## config.mk

```make
export PLATFORM = sky130hd
export DESIGN_NAME = wb_intctl186
export DESIGN_NICKNAME = d
export VERILOG_FILES = /design/src/rtl/wb_intctl186.sv
export SDC_FILE = /design/constraint.sdc
export NUM_CORES = 1
export LEC_CHECK = 0
export ABC_AREA = 1
export BUFFER_PORTS_ARGS = -buffer_cell sky130_fd_sc_hd__buf_2
export CAP_MARGIN = 20
export CORE_UTILIZATION = 25
export CTS_CLUSTER_SIZE = 16
export DETAILED_ROUTE_END_ITERATION = 16
export SLEW_MARGIN = 30
export SYNTH_ARGS = -nofsm -noshare
export SYNTH_HDL_FRONTEND = slang
export SYNTH_SLANG_ARGS = --single-unit
```

## constraint.sdc

```tcl
create_clock -name clk -period 12.4 [get_ports clk]
set_input_delay 2.48 -clock clk [delete_from_list [all_inputs] [get_ports clk]]
set_output_delay 2.48 -clock clk [all_outputs]
set_load 0.02 [all_outputs]
```

## src/rtl/wb_intctl186.sv

```systemverilog
// 80186-style interrupt controller on a Wishbone slave port: four sources (INT0, timers 0-2),
// priority by {PR, index}, in-service nesting, EOI handling and vectored acknowledge.
module wb_intctl186 #(
    parameter logic [7:0] VEC_INT0 = 8'h0C,
    parameter logic [7:0] VEC_T0   = 8'h08,
    parameter logic [7:0] VEC_T1   = 8'h12,
    parameter logic [7:0] VEC_T2   = 8'h13
) (
    input  logic        clk,
    input  logic        rst_b,
    input  logic        wb_cyc_i,
    input  logic        wb_stb_i,
    input  logic        wb_we_i,
    input  logic [4:1]  wb_adr_i,
    input  logic [1:0]  wb_sel_i,
    input  logic [15:0] wb_dat_i,
    output logic [15:0] wb_dat_o,
    output logic        wb_ack_o,
    input  logic [3:0]  irq_i,
    output logic        intr_o,
    input  logic        inta_i,
    output logic [7:0]  vec_o
);

    logic        r_ack;
    logic [15:0] r_dat;
    logic [3:0]  r_mask, r_isr, r_req, r_sync1, r_sync2, r_prev;
    logic [2:0]  r_tpr, r_ipr;
    logic        r_ltm, r_inta_d, r_intr;
    logic [7:0]  r_vec;

    logic        w_acc, w_lo, w_eoi, w_cond, w_inta_rise, w_ack_hw, w_unused;
    logic [3:0]  w_edge, w_req, w_pend, w_eoi_clr, w_req_clr, w_req_n, w_isr_n, w_win_oh;
    logic [2:0]  w_pend_best, w_isr_best;
    logic [15:0] w_rdata;

    function automatic logic [4:0] src_key(input logic [1:0] idx, input logic [2:0] ipr,
                                           input logic [2:0] tpr);
        if (idx == 2'd0) src_key = {ipr, idx};
        else             src_key = {tpr, idx};
    endfunction

    // Returns {found, index} of the lowest-key source among the set bits.
    function automatic logic [2:0] best_src(input logic [3:0] bits, input logic [2:0] ipr,
                                            input logic [2:0] tpr);
        logic       found;
        logic [1:0] idx;
        logic [4:0] key;
        found = 1'b0;
        idx   = 2'd0;
        key   = 5'h1F;
        for (int i = 0; i < 4; i++) begin
            if (bits[i] && (!found || src_key(2'(i), ipr, tpr) < key)) begin
                found = 1'b1;
                idx   = 2'(i);
                key   = src_key(2'(i), ipr, tpr);
            end
        end
        best_src = {found, idx};
    endfunction

    function automatic logic [7:0] src_type(input logic [1:0] idx);
        case (idx)
            2'd0:    src_type = VEC_INT0;
            2'd1:    src_type = VEC_T0;
            2'd2:    src_type = VEC_T1;
            default: src_type = VEC_T2;
        endcase
    endfunction

    assign w_acc       = wb_cyc_i & wb_stb_i & ~r_ack;
    assign w_lo        = w_acc & wb_we_i & wb_sel_i[0];
    assign w_eoi       = w_lo & (wb_adr_i == 4'd1);
    assign w_edge      = r_sync2 & ~r_prev;
    assign w_req       = {r_req[3:1], r_ltm ? r_sync2[0] : r_req[0]};
    assign w_pend      = w_req & ~r_mask;
    assign w_pend_best = best_src(w_pend, r_ipr, r_tpr);
    assign w_isr_best  = best_src(r_isr, r_ipr, r_tpr);
    assign w_cond      = w_pend_best[2] & (~w_isr_best[2] |
                         (src_key(w_pend_best[1:0], r_ipr, r_tpr) <
                          src_key(w_isr_best[1:0], r_ipr, r_tpr)));
    assign w_inta_rise = inta_i & ~r_inta_d;
    assign w_ack_hw    = w_inta_rise & w_cond;
    assign w_win_oh    = 4'b0001 << w_pend_best[1:0];
    assign w_unused    = ^wb_dat_i[14:8];

    // Register read multiplexer.
    always_comb begin
        w_rdata = 16'h0000;
        case (wb_adr_i)
            4'd4:    w_rdata = {12'h000, r_mask};
            4'd6:    w_rdata = {12'h000, r_isr};
            4'd7:    w_rdata = {12'h000, w_req};
            4'd8:    w_rdata = {15'h0000, r_intr};
            4'd9:    w_rdata = {13'h0000, r_tpr};
            4'd12:   w_rdata = {11'h000, r_ltm, 1'b0, r_ipr};
            default: w_rdata = 16'h0000;
        endcase
    end

    // EOI clear set, judged on the in-service state before any same-cycle acknowledge.
    always_comb begin
        w_eoi_clr = 4'b0000;
        if (w_eoi) begin
            if (wb_sel_i[1] && wb_dat_i[15]) begin
                if (w_isr_best[2]) w_eoi_clr = 4'b0001 << w_isr_best[1:0];
                else               w_eoi_clr = 4'b0000;
            end else begin
                for (int i = 0; i < 4; i++)
                    w_eoi_clr[i] = r_isr[i] & (src_type(2'(i)) == wb_dat_i[7:0]);
            end
        end else begin
            w_eoi_clr = 4'b0000;
        end
    end

    // Next-state for in-service and request bits; hardware updates are applied last so they win.
    always_comb begin
        w_isr_n = r_isr;
        if (w_lo && wb_adr_i == 4'd6) w_isr_n = wb_dat_i[3:0];
        else                          w_isr_n = r_isr;
        w_isr_n = w_isr_n & ~w_eoi_clr;
        if (w_ack_hw) w_isr_n = w_isr_n | w_win_oh;
        else          w_isr_n = w_isr_n;

        w_req_clr = 4'b0000;
        if (w_ack_hw && (w_pend_best[1:0] != 2'd0 || !r_ltm)) w_req_clr = w_win_oh;
        else                                                  w_req_clr = 4'b0000;
        w_req_n = (r_req & ~w_req_clr) | w_edge;
        if (r_ltm) w_req_n[0] = r_sync2[0];
        else       w_req_n[0] = w_req_n[0];
    end

    // Bus handshake and configuration registers.
    always_ff @(posedge clk or negedge rst_b) begin
        if (!rst_b) begin
            r_ack  <= 1'b0;
            r_dat  <= 16'h0000;
            r_mask <= 4'b1110;
            r_tpr  <= 3'd7;
            r_ipr  <= 3'd7;
            r_ltm  <= 1'b0;
        end else begin
            r_ack <= w_acc;
            r_dat <= w_acc ? w_rdata : 16'h0000;
            if (w_lo) begin
                case (wb_adr_i)
                    4'd4:    r_mask <= wb_dat_i[3:0];
                    4'd9:    r_tpr  <= wb_dat_i[2:0];
                    4'd12: begin
                        r_ipr <= wb_dat_i[2:0];
                        r_ltm <= wb_dat_i[4];
                    end
                    default: r_mask <= r_mask;
                endcase
            end
        end
    end

    // Request synchronisers, pending/in-service state and CPU-facing outputs.
    always_ff @(posedge clk or negedge rst_b) begin
        if (!rst_b) begin
            r_sync1  <= 4'b0000;
            r_sync2  <= 4'b0000;
            r_prev   <= 4'b0000;
            r_req    <= 4'b0000;
            r_isr    <= 4'b0000;
            r_inta_d <= 1'b1;
            r_intr   <= 1'b0;
            r_vec    <= 8'h00;
        end else begin
            r_sync1  <= irq_i;
            r_sync2  <= r_sync1;
            r_prev   <= r_sync2;
            r_req    <= w_req_n;
            r_isr    <= w_isr_n;
            r_inta_d <= inta_i;
            r_intr   <= w_cond & ~inta_i;
            if (!inta_i && w_cond) r_vec <= src_type(w_pend_best[1:0]);
            else                   r_vec <= r_vec;
        end
    end

    assign wb_ack_o = r_ack;
    assign wb_dat_o = r_dat;
    assign intr_o   = r_intr;
    assign vec_o    = r_vec;

endmodule

```

Word-level counts from Yosys, hierarchy flattened:

Cells that the tools add are included.

* bits in registers: 58
* input port bits: 32
* output and inout bits: 26
* word-level logic and storage cells: 136

* order comparisons: 7
* equality and inequality tests: 13
* shift-type cells: 2
* multiplexer cells: 41
* bitwise operators: 28
* reduce and logical (&&, ||, !) cells: 31

Operators with widths (number)
* $mux W8: 8
* $mux W5: 8
* $lt A5 B5 Y1: 7
* $eq A8 B8 Y1: 4
* $pmux W5 S6: 1
* $mux W4: 6
* $and A4 B4 Y4: 4
* $mux W16: 1
* $not A4 Y4: 4
* $pmux W5 S3: 1
* $and A1 B1 Y1: 13
* $eq A4 B3 Y1 const B: 3
* $eq A4 B4 Y1 const B: 3
* $mux W1: 12
* $logic_and A1 B1 Y1: 10
* $logic_not A1 Y1: 8
* $mux W2: 4
* $or A4 B4 Y4: 2
* $shl A1 B2 Y4 const A: 2
* $logic_or A1 B1 Y1: 7
* $reduce_and A2 Y1: 3
* $eq A4 B1 Y1 const B: 1
* $logic_not A2 Y1: 2
* $not A1 Y1: 4
* other kinds (4): 4

Depth between registers and ports, before layout:

* word-level depth: 27
* mapped depth: 43
* depth with buffers taken out: 43

Worst setup path before layout:

OpenSTA, ideal clock, no wires.

* kind: flip-flop to flip-flop
* start point: register r_ltm
* end point: register r_vec[3] (netlist: vec_o[3])
* library setup time: 0.123 ns
* arrival: 4.553 ns
* data required time: 12.277 ns
* setup slack: 7.724 ns
* stages on the path, launching flop included: 42
* path buffers: 0
* period minus slack after synthesis: 4.676 ns
* cells stage by stage: dfrtp_1 > inv_2 > nand2_2 > nand2_2 > nand2_2 > nor2_1 > ha_1 > o21ai_0 > nand2_1 > nand2_1 > nand2_1 > nand2_1 > nand2_2 > inv_1 > nand2_1 > o21ai_0 > ha_1 > nand3_1 > (+6 left out) > nand2_1 > inv_1 > nand2_1 > nand2_1 > nand2_1 > nand2_4 > nand2_2 > nor2_4 > o21ai_0 > ha_1 > a21oi_1 > nor2_1 > a211oi_1 > nand2_2 > nand2_4 > nand3_4 > nand2_1 > o21ai_1

* cells in the longest elaborated chain, start to end: 21
* elaborated cells on any way between the ends: 33
* those cells by class: 4 x order compare; 2 x eq/ne; 13 x mux; 3 x bitwise; 11 x reduce/logical

RTL lines
* start, declared: RTL line 29 `logic r_ltm, r_inta_d, r_intr;`
* start signal, assigned: RTL line 152 `r_ltm <= wb_dat_i[4];`
* $mux W1 *: RTL line 75 `assign w_req = {r_req[3:1], r_ltm ? r_sync2[0] : r_req[0]};`
* $and A4 B4 Y4 *: RTL line 76 `assign w_pend = w_req & ~r_mask;`
* $mux W5 / $mux W1 (equally long branches): RTL line 53 `if (bits[i] && (!found || src_key(2'(i), ipr, tpr) < key)) begin`
* $lt A5 B5 Y1 / $logic_not A1 Y1 (equally long branches): RTL line 53
* $logic_or A1 B1 Y1: RTL line 53
* $logic_and A1 B1 Y1: RTL line 53
* $mux W5 / $mux W1 (equally long branches): RTL line 53
* $lt A5 B5 Y1 / $logic_not A1 Y1 (equally long branches): RTL line 53
* (+5 left out)
* $logic_and A1 B1 Y1: RTL line 53
* $mux W2: RTL line 53
* $logic_not A2 Y1: RTL line 39, 63
* $mux W5: RTL line 39 `if (idx == 2'd0) src_key = {ipr, idx};`
* $lt A5 B5 Y1: RTL line 80 `(src_key(w_pend_best[1:0], r_ipr, r_tpr) <`
* $or A1 B1 Y1: RTL line 79 `assign w_cond = w_pend_best[2] & (~w_isr_best[2] |`
* $and A1 B1 Y1: RTL line 79
* $logic_and A1 B1 Y1: RTL line 179 `if (!inta_i && w_cond) r_vec <= src_type(w_pend_best[1:0]);`
* end signal, assigned: RTL line 179
* end signal, assigned: RTL line 180 `else r_vec <= r_vec;`
* end, declared: RTL line 30 `logic [7:0] r_vec;`

Mark *: on every way between the ends. The rest lies on a longest branch, timed or not.
A chain may end at the register's enable or synchronous reset.

Worst setup path after layout:

* start point: register r_ltm
* end point: register r_req[1]

* cells in the longest elaborated chain, start to end: 26
* elaborated cells on any way between the ends: 39
* those cells by class: 4 x order compare; 1 x shift; 13 x mux; 7 x bitwise; 14 x reduce/logical

RTL lines
* $mux W1: RTL line 75
* $and A4 B4 Y4: RTL line 76
* $mux W5 / $mux W1 (equally long branches): RTL line 53
* $lt A5 B5 Y1 / $logic_not A1 Y1 (equally long branches): RTL line 53
* $logic_or A1 B1 Y1: RTL line 53
* $logic_and A1 B1 Y1: RTL line 53
* $mux W5 / $mux W1 (equally long branches): RTL line 53
* $lt A5 B5 Y1 / $logic_not A1 Y1 (equally long branches): RTL line 53
* (+11 left out)
* $and A1 B1 Y1: RTL line 79
* $and A1 B1 Y1: RTL line 83 `assign w_ack_hw = w_inta_rise & w_cond;`
* $logic_and A1 B1 Y1: RTL line 127 `if (w_ack_hw && (w_pend_best[1:0] != 2'd0 || !r_ltm)) w_req_clr = w_win_oh;`
* $mux W4 *: RTL line 127
* $not A4 Y4 *: RTL line 129 `w_req_n = (r_req & ~w_req_clr) | w_edge;`
* $and A4 B4 Y4 *: RTL line 129
* $or A4 B4 Y4 *: RTL line 129
* net w_req_n[1]: RTL line 33 `logic [3:0] w_edge, w_req, w_pend, w_eoi_clr, w_req_clr, w_req_n, w_isr_n, w_win_oh;`
* end signal, assigned: RTL line 175 `r_req <= w_req_n;`
* end, declared: RTL line 27 `logic [3:0] r_mask, r_isr, r_req, r_sync1, r_sync2, r_prev;`

Mark *: on every way through the listed nets, which the timed path passes. The rest lies on a longest branch.

==> metrics.txt <==
WS Path Type=reg2reg; Crit path required time=about 13 ns; FILL cells=between 1000 and 1500; Crit. Startpoint=r_ltm$_DFFE_PN0P_; post-CTS sizing=0; most frequent cells in the layout=nand2_1 (105), inv_1 (49), buf_2 (35); pin count of the biggest net entering global routing=44; Post-Syn Instances=about 370; Core Util, Final=between 20% and 30%; CTS HTree Levels=2; clock skew=slightly above 0.01 ns; warnings from Yosys=0; DR pass1 iterations=5; Die X=roughly 110 um; Peak Freq=0.181 GHz; P_leak=roughly 1.6 nW; Tot GR Track Use=between 10% and 20%; Die Ht=roughly 110 um; Rel. slew slack=54.4%; part of the power in registers=a little under a fifth; combinational power share=between 70% and 80%; status=complete, no violations; clk root buf=clkbuf_8; critical path's slowest cell=dfrtp_1; most used cell, CP=nand2_1; switching power=~0.53 mW; vias in the first global route=2397; R2R Setup Slk=just under 7 ns; Clk pwr share=11.3%; worst hold path startpoint=r_sync1[0]$_DFF_PN0_; initial antenna violation count=0; DRT iter0 DRCs=approximately 180; crit end category=flop; CP max FO=8; Final Hold Viols=0; Top Ports=58; reg2reg start=r_ltm$_DFFE_PN0P_; global-route wire length before repair=between 10 and 15 mm; proportion of synthesized chip area in sequential cells=between 30 and 40%; Fin Setup TNS=0 ns; clock sinks=43; largest stage delay on the critical path=0.43 ns; Int Power=approximately 0.47 mW; Via density=4.51; Tmin final=approximately 5.5 ns; CTS Buf Count=5; storage element area=about 1100 um2; Synth Cell Area=2800 um2; multi-input logic area=1450 um2; CTS tree=built; arrival time at the worst endpoint=5.73 ns; most common cell after layout, fill and taps aside=nand2_1; type of origin of the critical path=flop; clock buffer depth=2; Overflow after GRT=0; Clock Latency Late Sink=between 0.3 and 0.4 ns; final period utilization=between 40% and 50%; Post-DRT Antenna Nets=0; Setup Buffers After CTS=0; ratio of cells with drive above 1 in the final layout=between 10% and 20%; WL per Instance=~12 um; fin. max-slew vios=0; CTS Hold Bufs=0; setup violators final=0; DRC=0; Worst IR Drop VDD=roughly 0.00014 V; Clk pin slew, worst setup/hold paths=around 0.090 ns; DR vias=2476; HP Class=reg2reg; Rows=38; initial cell density of the core=between 20% and 30%; Yosys reg bits=43; n_diodes=0; syn_area_per_cell=7.62 um2; RSZ-0062 raised after global routing=no; MaxCap Viol Count=0; core area=~11000 um2; nets=around 460; Worst Max-Slew Pin Slew=a little under 0.7 ns; switching share of power=53.1%; IO Port Bufs=36; die area=11600 um2; HPWL after DPL=between 5 and 6 mm; Netlist cell types=34; synthesis-to-finish area growth=14.7%; DRT Wirelength=6.57 mm; global placement routability congestion=0.976; PwrDens=slightly above 300 nW/um2
==> through the flow <==
step / hold slack [ns] / instance area, um2 / instances / total power, mW / worst slack, ns
after floorplan: 0.331 / 2850 / 380 / 0.753 / 7.72
after global placement: 0.333 / 3090 / 541 / 0.864 / 7.03
after detailed placement: 0.335 / 3090 / 541 / 0.885 / 6.91
after CTS: 0.356 / 3200 / 549 / 1.00 / 6.88
after global routing: 0.363 / 3210 / 549 / 1.12 / 6.22
final: 0.354 / 3210 / 549 / 0.995 / 6.87
==> synthesized netlist by cell type <==
library cell | number | area (um2)
a2111oi_0 | 1 | 8.76
a211oi_1 | 3 | 22.5
a21boi_1 | 1 | 7.51
a21boi_2 | 1 | 11.3
a21oi_1 | 7 | 35.0
a21oi_2 | 2 | 17.5
a221oi_1 | 1 | 8.76
and3_1 | 1 | 6.26
buf_4 | 15 | 113
clkinv_2 | 1 | 5.00
conb_1 | 1 | 3.75
dfrtp_1 | 33 | 826
dfstp_2 | 10 | 263
ha_1 | 19 | 238
inv_1 | 49 | 184
inv_2 | 2 | 7.51
nand2_1 | 105 | 394
nand2_2 | 10 | 62.6
nand2_4 | 3 | 33.8
nand3_1 | 11 | 55.1
nand3_2 | 3 | 30.0
nand3_4 | 1 | 17.5
nand4_1 | 5 | 31.3
nor2_1 | 29 | 109
nor2_4 | 1 | 11.3
nor3_1 | 5 | 25.0
o2111ai_1 | 1 | 8.76
o211ai_1 | 3 | 22.5
o21ai_0 | 30 | 150
o21ai_1 | 4 | 20.0
o21ai_2 | 1 | 8.76
o221ai_1 | 1 | 8.76
o22ai_1 | 4 | 25.0
o41ai_1 | 3 | 26.3
==> critical path: cells and delay by family, from the launching register on <==
kind	cells	cell delay, ns
DFF	1	0.43
buffers and inverters	3	0.29
adders and majority gates	4	1.20
and+or+nand+nor	28	2.62
AOI/OAI and AO/OA	6	0.83
==> power by group through the flow <==
stage	Combinational, mW	Sequential [mW]	Clock, mW
6_report	0.698	0.185	0.112
3_5_place_dp	0.697	0.188	0
2_1_floorplan	0.562	0.191	0
4_1_cts	0.700	0.185	0.115
3_3_place_gp	0.676	0.187	0
5_1_grt	0.814	0.189	0.120
==> final cells by class <==
type	count	area share, %
Clock buffer	5	2.15
Clock inverter	3	1.48
Sequential cell	43	33.9
Timing Repair Buffer	36	5.70
Multi-Input combinational cell	270	45.1
Inverter	52	6.13
Tap cell	140	5.46
==> kinds of logic (layout without fill, tap and decap cells) <==
family | Yosys count | after routing | share of synthesized area [%]
adders and majority gates | 19 | 19 | 8.50
and+or+nand+nor | 174 | 174 | 27.7
buffers and inverters | 67 | 96 | 11.1
AOI/OAI and AO/OA | 63 | 63 | 13.6
DFF | 43 | 43 | 38.9
other | 1 | 14 | 0.134
==> metal layers <==
layer  routed length, um  track usage (%)
met1                2950             15.5
met2                3190             22.1
met3                 276             1.57
met4                 158             4.40
met5                   0                0
==> path summary, 6_finish.rpt <==
path / endpoint / cells past startpoint
min in group asynchronous: r_mask[0]$_DFFE_PN0P_ / 1
worst max-delay path: r_req[1]$_DFF_PN0_ / 41
worst min-delay path: r_sync2[0]$_DFF_PN0_ / 0
max in group asynchronous: r_inta_d$_DFF_PN1_ / 1
worst min register to register: r_sync2[0]$_DFF_PN0_ / 0
worst max register to register: r_req[1]$_DFF_PN0_ / 41
==> state kept, by name (all words and copies together) (netlist names) <==
| register | cells |
|---|---|
| wb_dat_o | 5 |
| r_isr | 4 |
| r_mask | 4 |
| r_prev | 4 |
| r_req | 4 |
| r_sync1 | 4 |
| r_sync2 | 4 |
| vec_o | 4 |
| r_ipr | 3 |
| r_tpr | 3 |
| intr_o | 1 |
| r_inta_d | 1 |
| r_ltm | 1 |
| wb_ack_o | 1 |
No activity file was read; power rests on OpenSTA's default activity.
